## config.mk

```make
export PLATFORM = sky130hd
export DESIGN_NAME = dot_product_stage_2
export DESIGN_NICKNAME = d
export VERILOG_FILES = /design/src/rtl/dot_product_stage_2.sv
export SDC_FILE = /design/constraint.sdc
export NUM_CORES = 1
export LEC_CHECK = 0
export BUFFER_PORTS_ARGS = -buffer_cell sky130_fd_sc_hd__buf_4
export CAP_MARGIN = 20
export CORE_MARGIN = 3
export CORE_UTILIZATION = 54
export DETAILED_ROUTE_END_ITERATION = 16
export GPL_ROUTABILITY_DRIVEN = 0
export GPL_TIMING_DRIVEN = 0
export PLACE_DENSITY = 0.79
export SLEW_MARGIN = 20
export SYNTH_ARGS = -nofsm -noshare
export SYNTH_HDL_FRONTEND = slang
export SYNTH_SLANG_ARGS = --single-unit
```

## constraint.sdc

```tcl
create_clock -name clk -period 3.5 [get_ports clk]
set_input_delay 0.175 -clock clk [delete_from_list [all_inputs] [get_ports clk]]
set_output_delay 0.175 -clock clk [all_outputs]
set_load 0.01 [all_outputs]
```

## src/rtl/dot_product_stage_2.sv

```systemverilog
// Dot-product stage 2: sums three sign-magnitude products through a 2-deep elastic
// pipeline and emits a saturated sign-magnitude result. Optional: DOT_PRODUCT_STAGE2_OVF_FLAG_EN.

module dot_product_stage_2_sm2tc #(
  parameter int WIDTH = 19
) (
  input  logic [WIDTH-1:0] i_sm,
  output logic [WIDTH:0]   o_tc
);
  logic [WIDTH:0] w_mag;

  assign w_mag = {2'b00, i_sm[WIDTH-2:0]};
  // -0 negates to 0, so negative zero vanishes here.
  assign o_tc  = i_sm[WIDTH-1] ? -w_mag : w_mag;
endmodule

module dot_product_stage_2 #(
  parameter int WIDTH = 19
) (
  input  logic             clk,
  input  logic             rst_n,
  input  logic [WIDTH-1:0] stage2_in_x,
  input  logic [WIDTH-1:0] stage2_in_y,
  input  logic [WIDTH-1:0] stage2_in_z,
  input  logic             stage2_in_valid,
  output logic             stage2_in_ready,
  output logic [WIDTH-1:0] stage2_out,
  output logic             stage2_out_valid,
  input  logic             stage2_out_ready
`ifdef DOT_PRODUCT_STAGE2_OVF_FLAG_EN
  ,
  output logic             stage2_out_ovf
`endif
);
  localparam int              NUM_LANES = 3;
  localparam int              SW        = WIDTH + 2;
  localparam logic [WIDTH-2:0] MAG_MAX  = '1;

  logic [NUM_LANES-1:0][WIDTH-1:0] w_sm;
  logic [NUM_LANES-1:0][WIDTH:0]   w_tc;
  logic [SW-1:0]                   w_xy;
  logic [SW-1:0]                   w_sum;
  logic [SW-1:0]                   w_abs;
  logic                            w_neg;
  logic                            w_ovf;
  logic [WIDTH-1:0]                w_res;
  logic                            w_en1;
  logic                            w_en2;

  logic [2:1]                      r_vld_pipe;
  logic [SW-1:0]                   r_s_xy;
  logic [WIDTH:0]                  r_s_z;
  logic [WIDTH-1:0]                r_out;
  logic                            r_ovf;

  assign w_sm = {stage2_in_z, stage2_in_y, stage2_in_x};

  for (genvar g = 0; g < NUM_LANES; g++) begin : g_lane
    dot_product_stage_2_sm2tc #(.WIDTH(WIDTH)) u_cvt (
      .i_sm (w_sm[g]),
      .o_tc (w_tc[g])
    );
  end

  // Ready depends only on pipeline occupancy and downstream ready.
  assign w_en2           = !r_vld_pipe[2] || stage2_out_ready;
  assign w_en1           = !r_vld_pipe[1] || w_en2;
  assign stage2_in_ready = w_en1;

  assign w_xy = {w_tc[0][WIDTH], w_tc[0]} + {w_tc[1][WIDTH], w_tc[1]};

  always_ff @(posedge clk or negedge rst_n) begin
    if (!rst_n) begin
      r_vld_pipe[1] <= 1'b0;
      r_s_xy        <= '0;
      r_s_z         <= '0;
    end else if (w_en1) begin
      r_vld_pipe[1] <= stage2_in_valid;
      if (stage2_in_valid) begin
        r_s_xy <= w_xy;
        r_s_z  <= w_tc[2];
      end
    end
  end

  // Three 18-bit magnitudes fit well inside SW bits, so the sum cannot wrap.
  assign w_sum = r_s_xy + {r_s_z[WIDTH], r_s_z};
  assign w_neg = w_sum[SW-1];
  assign w_abs = w_neg ? -w_sum : w_sum;
  assign w_ovf = w_abs > {3'b000, MAG_MAX};
  assign w_res = {w_neg, w_ovf ? MAG_MAX : w_abs[WIDTH-2:0]};

  always_ff @(posedge clk or negedge rst_n) begin
    if (!rst_n) begin
      r_vld_pipe[2] <= 1'b0;
      r_out         <= '0;
      r_ovf         <= 1'b0;
    end else if (w_en2) begin
      r_vld_pipe[2] <= r_vld_pipe[1];
      if (r_vld_pipe[1]) begin
        r_out <= w_res;
        r_ovf <= w_ovf;
      end
    end
  end

  assign stage2_out       = r_out;
  assign stage2_out_valid = r_vld_pipe[2];

`ifdef DOT_PRODUCT_STAGE2_OVF_FLAG_EN
  assign stage2_out_ovf = r_ovf;
`else
  logic w_ovf_unused;
  assign w_ovf_unused = r_ovf;
`endif
endmodule
```

==> impl_metrics.yaml, run 1 <==
global_route:
  grt_pass1_wl_mm: 24.5
  grt_max_degree: 63
  globalRouteTotalUtil_pct: 23.6
  antenna_found_initial: 0
  grt_pass1_vias: 5443
  gr-total-overflow: 0
logic_synthesis:
  synth_top_area_share_pct: 25.6
  synthTopCellsByArea: "dfrtp_1, ha_1, xnor2_1"
  synthFlopType: "dfrtp_1"
  netlist_area_mm2: 0.00605
  ys_warn_count: 0
  synthCells: 713
  syn_area_per_cell_um2: 8.49
  yosysMostFrequentCell: "nand2_1"
  synthArstFlopShare_pct: 100
  synth.distinct_cells: 73
  synth_top_area_cell: "dfrtp_1"
  ys_seq_area_share_pct: 25.6
  ys_ff_latch: 62
  synth.net_count: 820
  synthTopCellsByCount: "nand2_1, o21ai_0, dfrtp_1"
  synth_edf_count: 0
cells_and_area:
  diodes: 0
  drive_gt1_share_pct: 21.7
  stdcell_area_mm2: 0.00733
  fin_cells: 955
  fin_nets: 918
  area_growth_pct: 21.0
die:
  die_y_um: 112
  rows: 38
  start_util_pct: 55.6
  die_w_um: 112
  core_area_mm2: 0.0109
  io-pin-count: 82
  die_area_mm2: 0.0125
run:
  cap_violations: 0
placed_design:
  dp_hpwl_mm: 11.9
  post-place-cells: 932
  place_area_mm2: 0.00684
  numPortBuffers: 79
clock_tree:
  cts_max_path_buffers: 2
  cts_tree: "built"
  cts.htree.levels: 3
  cts_buffers: 9
  path_clk_slew_ps: 70
  clock_latency_ps: 360
  clockRootBuffer: "clkbuf_8"
  clkSinkCount: 62
detailed_routing:
  drc: 0
  wl_mm: 15.1
  route.detailed.wl_per_inst_um: 15.8
  routed-via-count: 5739
  via_per_inst: 6.01
  drt_first_pass_iters: 5
  drtAntennaViolNets: 0
  drtIter0Drc: 387
critical_path:
  cp.required_ps: 3720
  path_class: "in -> reg"
  cp-end-kind: "register"
  r2r_start: "r_s_xy[8]"
  crit_start: "stage2_in_x[5]"
  cp_data_arrival_time_ps: 3620
  critPathLaunchType: "input pin"
  crit_fanout: 5
sta:
  fin_crit_ps: 3410
  maxSlewHeadroom_pct: 48.7
  fin_crit_sh_pct: 97.3
  timing.fmax_mhz: 294
  worst_pin_slew_ps: 769
  final_max_slew_viol_count: 0
  fin_skew_ps: 14.8
  final_hold_viol_count: 0
  final-setup-viol-count: 0
  holdWs_ps: 30.2
  rsz0062_at_grt: "true"
pwr:
  peakVddDrop_uv: 697
  p_leak_nw: 3.21
  power_density_mw_per_mm2: 691
worst_hold_path:
  min_from: "stage2_in_valid"
  hp-class: "in -> reg"
status:
  outcome: "complete, no violations"
[cell type report]
cell class              instances  area, um2
plain buffers                  23        163
clock buffers                  11        141
clock inverters                 4       95.1
fillers                       890       3560
inverters                      32        120
multi-input cells             596       4410
flip-flops and latches         62       1550
well taps                     140        175
repair buffers                 87        668
[sequential cells by signal, summed over array words and instances, names as in the netlist]
signal	count
r_s_xy	21
stage2_out	19
r_vld_pipe	1
stage2_out_valid	1
r_s_z	20
[metrics by stage]
stage | util, % | total power, W | setup slack [ps] | setup TNS, ps
after floorplan | - | 0.00331 | 0.0140 | 0
after global placement | 62.8 | 0.00395 | -410 | -6310
after detailed placement | 62.8 | 0.00406 | -497 | -8550
after CTS | 66.2 | 0.00496 | 4.12 | 0
after global routing | 67.3 | 0.00544 | -24.8 | -71.5
final | 67.3 | 0.00507 | 94.3 | 0
[cell usage in the layout (no fill, tap or decap), types with 5 or more instances in the layout]
cell / n
o221ai_2: 11
xnor2_1: 43
clkbuf_1: 14
ha_1: 42
or4_1: 5
nand3_1: 9
nand2b_1: 12
dfrtp_1: 62
or3_1: 13
and3_1: 7
o41ai_1: 8
a211oi_1: 6
or2_2: 6
o221ai_1: 9
nor3_1: 8
o211ai_1: 7
inv_1: 32
a21oi_1: 31
o21ai_0: 65
o21a_1: 7
nand2_1: 99
xor2_1: 41
nor2_1: 29
buf_4: 86
o21ai_2: 5
o31ai_1: 19
clkbuf_8: 14
a21o_1: 13
[power by group]
part / internal, W / switching (W)
sequential: 0.000941 / 0.000141
clock: 0.000488 / 0.000287
combinational: 0.00138 / 0.00183
[path summary, 6_finish.rpt]
check                           slack [ps]  cells after the start        endpoint
worst max-delay path                    90                     14      r_s_xy[18]
worst min-delay path                    30                      2   r_vld_pipe[1]
worst max register to register         100                     12  stage2_out[14]
worst min register to register         490                      2       r_s_z[10]
max in group asynchronous             2560                      2      r_s_xy[14]
min in group asynchronous              430                      2   stage2_out[3]
[critical path, stage by stage]
cell and delay, ps:
buf_4 130, or4_4 560, nor4_2 150, inv_1 80, or3_1 330, or2_2 310
o41ai_2 370, xnor2_1 130, ha_1 260, or3_1 350, a211o_1 280, a31oi_2 200
xnor2_1 180, o21ai_0 110
[logic make-up after synthesis]
group           share of synthesized area (%)
compound gates                           26.6
xor+xnor                                 12.4
fa+ha+maj                                9.75
buf+inv                                  4.67
flops                                    25.6
mux                                      1.07
simple gates                             19.9
[per-layer routing]
layer	part of all wire [%]	track usage (%)	wire, um
met4	2.4	7.95	365
met3	5.5	4.78	834
met2	51	43.5	7660
met5	0	0	0
met1	41	26.9	6200
[timing repair]
action	in CTS	in global routing
endpoints found under the setup margin	20	23
setup buffers	4	3
endpoints found under the hold margin	62	0
hold buffers	1	0
gates resized for setup	18	19
pin swaps	8	11
Power figures use the tool's default switching activity.
==> run 2, diff against run 1 <==
GPL_TIMING_DRIVEN = unset   (was 0)
==> impl_metrics.yaml, run 2 (synthesized netlist as in run 1, its figures left out) <==
clock_tree:
  cts_tree: "built"
  path_clk_slew_ps: 80
  cts_max_path_buffers: 2
  clock_latency_ps: 360
  clockRootBuffer: "clkbuf_8"
  clkSinkCount: 62
  cts_buffers: 9
  cts.htree.levels: 3
detailed_routing:
  routed-via-count: 5720
  drtAntennaViolNets: 0
  drt_first_pass_iters: 5
  wl_mm: 14.4
  drtIter0Drc: 271
  route.detailed.wl_per_inst_um: 14.7
  via_per_inst: 5.86
  drc: 0
critical_path:
  path_common_cell: "nand3_1"
  crit_family: "simple AND/OR/NAND/NOR gates"
  path_depth: 16
  cp_data_arrival_time_ps: 3630
  cp.required_ps: 3750
  path_class: "in -> reg"
  cp-end-kind: "register"
  crit_chain: "buf_4 > or4_1 > nor4_2 > inv_1 > or3_1 > or2_2 > o21ai_1 > xnor2_1 > ha_1 > and4_4 > nand3_1 > o21ai_2 > o31a_1 > o211ai_1 > nand3_1 > a41o_1"
  r2r.worst_path.cells: 11
  critPathLaunchType: "input pin"
  worst-path-buf-inv: 2
  cpPeakStageDelay_ps: 590
  cp_slowest_cell: "or4_1"
  crit_fanout: 4
placed_design:
  place_area_mm2: 0.00708
  place_ws_ps: -299
  dp_hpwl_mm: 11.2
  numPortBuffers: 81
cells_and_area:
  final_cell_mix: "buf_4, nand2_1, o21ai_0, dfrtp_1, ha_1"
  largest_reg_flops: 21
  fillers: 848
  diodes: 0
  drive_gt1_share_pct: 24.5
  area_growth_pct: 22.7
  layout_commonest_cell: "buf_4"
  stdcell_area_mm2: 0.00743
  top_register: "r_s_xy"
  fin_nets: 938
sta:
  final-setup-viol-count: 0
  maxSlewHeadroom_pct: 48.8
  final_max_slew_viol_count: 0
  setup_slack_ps: 115
  fin_crit_ps: 3380
  timing.fmax_mhz: 295
  worst_pin_slew_ps: 768
  fin_skew_ps: 13.6
  final_hold_viol_count: 0
  fin_crit_sh_pct: 96.7
die:
  die_area_mm2: 0.0125
  rows: 38
  die_w_um: 112
  core_area_mm2: 0.0109
  start_util_pct: 55.6
  die_y_um: 112
  io-pin-count: 82
global_route:
  antenna_found_initial: 0
  grt_max_degree: 63
  grt_pass1_vias: 5541
  grt_pass1_wl_mm: 24.0
  globalRouteTotalUtil_pct: 22.6
  gr-total-overflow: 0
pwr:
  p_leak_nw: 3.33
  power_density_mw_per_mm2: 665
  peakVddDrop_uv: 459
worst_hold_path:
  hp-class: "in -> reg"
  hold_depth: 2
status:
  outcome: "complete, no violations"
run:
  cap_violations: 0
-- run 2: cell types whose count changed in the layout (fill, tap and decap cells not counted), sizes merged --
cell and change:
bufinv -2, buf +37, clkinv +1, clkinvlp +2
clkbuf -17
-- run 2: timing repair --
action / CTS / global route
endpoints found under the hold margin: 62 / 0
setup endpoints to repair: 3 / 23
hold buffers: 1 / 0
setup buffers: 0 / 1
resized for setup: 2 / 27
pin swaps: 0 / 9
-- run 2: path summary, 6_finish.rpt --
path	startpoint	to	slack (ps)
setup / recovery	stage2_in_y[5]	r_s_xy[19]	120
max in group asynchronous	rst_n	r_s_xy[9]	2550
setup reg to reg	r_s_xy[8]	stage2_out[6]	160
hold reg to reg	r_s_z[10]	r_s_z[10]	490
hold / removal	stage2_in_valid	r_vld_pipe[1]	40
min in group asynchronous	rst_n	stage2_out[3]	420
-- run 2: worst register-to-register path: stages, from the launching register on --
cell	delay, ps
dfrtp_1	400
ha_1	320
a21o_1	200
or4_4	520
o22a_1	270
o311ai_4	300
o221ai_2	200
nor3_4	260
nand4_4	150
mux2i_4	240
buf_12	160
o221ai_1	210
-- run 2: stage by stage --
stage          total power, W  cells  setup TNS (ps)  util, %  hold slack (ps)
3_3_place_gp          0.00407    957            -760     64.9              290
6_report              0.00494    976               0     68.2             44.3
5_1_grt               0.00535    976           -60.6     68.2             52.3
2_1_floorplan         0.00331    713               0        -             -121
3_5_place_dp          0.00418    958           -1280     65.0              295
4_1_cts               0.00486    975               0     67.0             28.8
-- run 2: layout make-up --
cell class / instances / area, um2 / share of cell area (%)
Clock buffer: 11 / 141 / 1.90
Clock inverter: 5 / 58.8 / 0.792
Inverter: 32 / 120 / 1.62
Multi-Input combinational cell: 596 / 4370 / 58.8
Sequential cell: 62 / 1550 / 20.9
Tap cell: 140 / 175 / 2.36
Timing Repair Buffer: 130 / 1010 / 13.6
-- run 2: metal layers --
| layer | vias up | share of wire [%] | global-route usage [%] |
|---|---|---|---|
| li1 | 2873 | - | - |
| met1 | 2680 | 43 | 27.1 |
| met2 | 137 | 49 | 39.6 |
| met3 | 30 | 5.1 | 4.02 |
| met4 | 0 | 2.3 | 10.1 |
| met5 | - | 0 | 0 |
-- run 2: report_power, final --
| group | internal (W) | total, W | switching (W) | leakage (nW) |
|---|---|---|---|---|
| clock | 0.000348 | 0.000638 | 0.000290 | 0.0955 |
| sequential | 0.000941 | 0.00108 | 0.000142 | 0.728 |
| combinational | 0.00143 | 0.00322 | 0.00179 | 2.51 |
==> run 3, diff against run 2 <==
ABC_AREA = 1   (was unset)
PLACE_DENSITY = 0.78   (was 0.79)
==> impl_metrics.yaml, run 3 <==
global_route:
  gr-total-overflow: 0
  globalRouteTotalUtil_pct: 25.4
  antenna_found_initial: 0
  grt_pass1_vias: 6448
  grt_max_degree: 72
  grt_pass1_wl_mm: 28.1
sta:
  setup_slack_ps: 237
  fin_crit_ps: 3260
  fin_crit_sh_pct: 93.2
  timing.fmax_mhz: 306
  final-setup-viol-count: 0
  final_hold_viol_count: 0
  holdWs_ps: 121
  fin_skew_ps: 5.83
  final_max_slew_viol_count: 0
  worst_pin_slew_ps: 796
  rsz0062_at_grt: "false"
  maxSlewHeadroom_pct: 46.9
  fin_setup_tns_ps: 0
pwr:
  peakVddDrop_uv: 353
  power_density_mw_per_mm2: 682
  p_leak_nw: 3.95
logic_synthesis:
  synth_top_area_share_pct: 23.4
  synthArstFlopShare_pct: 100
  ys_warn_count: 0
  synth_top_family_by_area: "simple AND/OR/NAND/NOR gates"
  synthFlopType: "dfrtp_1"
  synth_top_area_cell: "dfrtp_1"
  synth_simple_gate_area_share_pct: 38.7
  synth_xor_area_share_pct: 8.19
  yosysMostFrequentCell: "nand2_1"
  synth_compound_area_share_pct: 11.6
  synthCells: 1040
  synthTopCellsByArea: "dfrtp_1, nand2_1, ha_1"
  synth.area.mux_share_pct: 0
  ys_seq_area_share_pct: 23.4
  synth.net_count: 1147
  netlist_area_mm2: 0.00663
  synthTopCellsByCount: "nand2_1, inv_1, nor2_1"
  synth.distinct_cells: 41
  synth_edf_count: 0
  ys_ff_latch: 62
  syn_area_per_cell_um2: 6.38
  synthAdderAreaFrac_pct: 8.90
critical_path:
  crit_family: "simple AND/OR/NAND/NOR gates"
  cp_data_arrival_time_ps: 3490
  cp_slowest_cell: "fa_1"
  path_common_cell: "inv_1"
  path_class: "reg -> reg"
  cp-end-kind: "register"
  cp.required_ps: 3730
  critPathLaunchType: "register"
  crit_chain: "ha_2 > inv_1 > fa_1 > ha_1 > inv_1 > a21oi_1 > nand3_1 > nor2_1 > nand3_2 > nor2_4 > nand4_1 > nand3b_1 > nand2_1 > nand2_2 > nand2_4 > nand3_1 > nand2_1 > inv_1"
  worst-path-buf-inv: 3
  crit_fanout: 5
  cpPeakStageDelay_ps: 540
cells_and_area:
  fin_nets: 1226
  post-route-util_pct: 65.7
  multi_input_area_mm2: 0.00450
  largest_reg_flops: 21
  layout_commonest_cell: "nand2_1"
  final_cell_mix: "nand2_1, inv_1, nor2_1, buf_4, o21ai_0"
  area_growth_pct: 16.0
  fin_cells: 1266
  top_register: "r_s_xy"
  diodes: 0
  seq_area_mm2: 0.00155
  fillers: 1109
  drive_gt1_share_pct: 14.9
clock_tree:
  clockRootBuffer: "clkbuf_16"
  clock_latency_ps: 330
  cts.htree.levels: 3
  clkSinkCount: 62
  cts_buffers: 9
  cts_tree: "built"
  cts_max_path_buffers: 2
  path_clk_slew_ps: 50
die:
  die_w_um: 117
  io-pin-count: 82
  rows: 39
  die_area_mm2: 0.0136
  start_util_pct: 56.6
  die_y_um: 117
  core_area_mm2: 0.0117
detailed_routing:
  routed-via-count: 6781
  drc: 0
  route.detailed.wl_per_inst_um: 13.4
  drtIter0Drc: 404
  drtAntennaViolNets: 0
  drt_first_pass_iters: 5
  wl_mm: 16.9
  via_per_inst: 5.36
placed_design:
  post-place-cells: 1247
  numPortBuffers: 81
  dp_hpwl_mm: 13.3
  place_ws_ps: 53.0
worst_hold_path:
  hp-class: "in -> reg"
run:
  cap_violations: 0
status:
  outcome: "complete, no violations"
## run 3: changes by cell type in the layout (fill, tap and decap cells not counted), moves of 16 or more
| cell | change |
|---|---|
| inv_1 | +98 |
| buf_4 | -42 |
| nor3_1 | +16 |
| nand3_1 | +50 |
| a21oi_1 | +17 |
| nand3_2 | +16 |
| or2_2 | +17 |
| nor2_1 | +58 |
| nand2_1 | +219 |
| xnor2_1 | -16 |
## run 3: metrics by stage
stage	cell area (um2)	total power, W
2_1_floorplan	6630	0.00349
3_3_place_gp	7330	0.00406
3_5_place_dp	7330	0.00412
4_1_cts	7660	0.00513
5_1_grt	7700	0.00574
6_report	7700	0.00525
## run 3: layout make-up
| type | count | area share [%] |
|---|---|---|
| repair buffers | 85 | 8.32 |
| flip-flops and latches | 62 | 20.2 |
| multi-input cells | 827 | 58.5 |
| well taps | 143 | 2.32 |
| clock buffers | 11 | 3.28 |
| clock inverters | 4 | 0.910 |
| inverters | 134 | 6.54 |
## run 3: logic make-up (layout without fill, tap and decap cells)
family          Yosys count  after routing
fa+ha+maj                46             46
flops                    62             62
compound gates          142            142
xor+xnor                 62             62
buf+inv                 153            234
simple gates            575            577
## run 3: report_power, final
group	internal, W	total, W	switching, W
clock	0.000655	0.000966	0.000312
combinational	0.00111	0.00324	0.00214
sequential	0.000905	0.00104	0.000130
## run 3: path summary, 6_finish.rpt
check | startpoint | end | slack [ps] | depth (start not counted)
worst max-delay path | r_s_xy[0] | stage2_out[5] | 240 | 18
worst min-delay path | stage2_out_ready | stage2_out_valid | 120 | 4
max in group asynchronous | rst_n | r_s_z[6] | 2490 | 2
worst min register to register | stage2_out[18] | stage2_out[18] | 490 | 2
min in group asynchronous | rst_n | stage2_out[12] | 450 | 2
worst max register to register | r_s_xy[0] | stage2_out[5] | 240 | 18
## run 3: tightest hold or removal path: cells and delay by family
family / cells / cell delay (ps)
buffers and inverters: 2 / 120
and+or+nand+nor: 2 / 130
## run 3: timing repair
| item | 4_1_cts | 5_1_grt |
|---|---|---|
| hold buffers | 1 | 0 |
| setup buffers | 0 | 1 |
| endpoints found under the hold margin | 62 | 0 |
| setup endpoints to repair | 0 | 18 |
| resized for setup | 0 | 5 |
## run 3: routing by layer
layer,vias to the layer above,part of all wire [%],global-route usage [%]
met3,35,4.5,4.94
met4,0,2.5,8.64
li1,3512,-,-
met1,3087,46,31.8
met2,147,47,43.8
met5,-,0,0
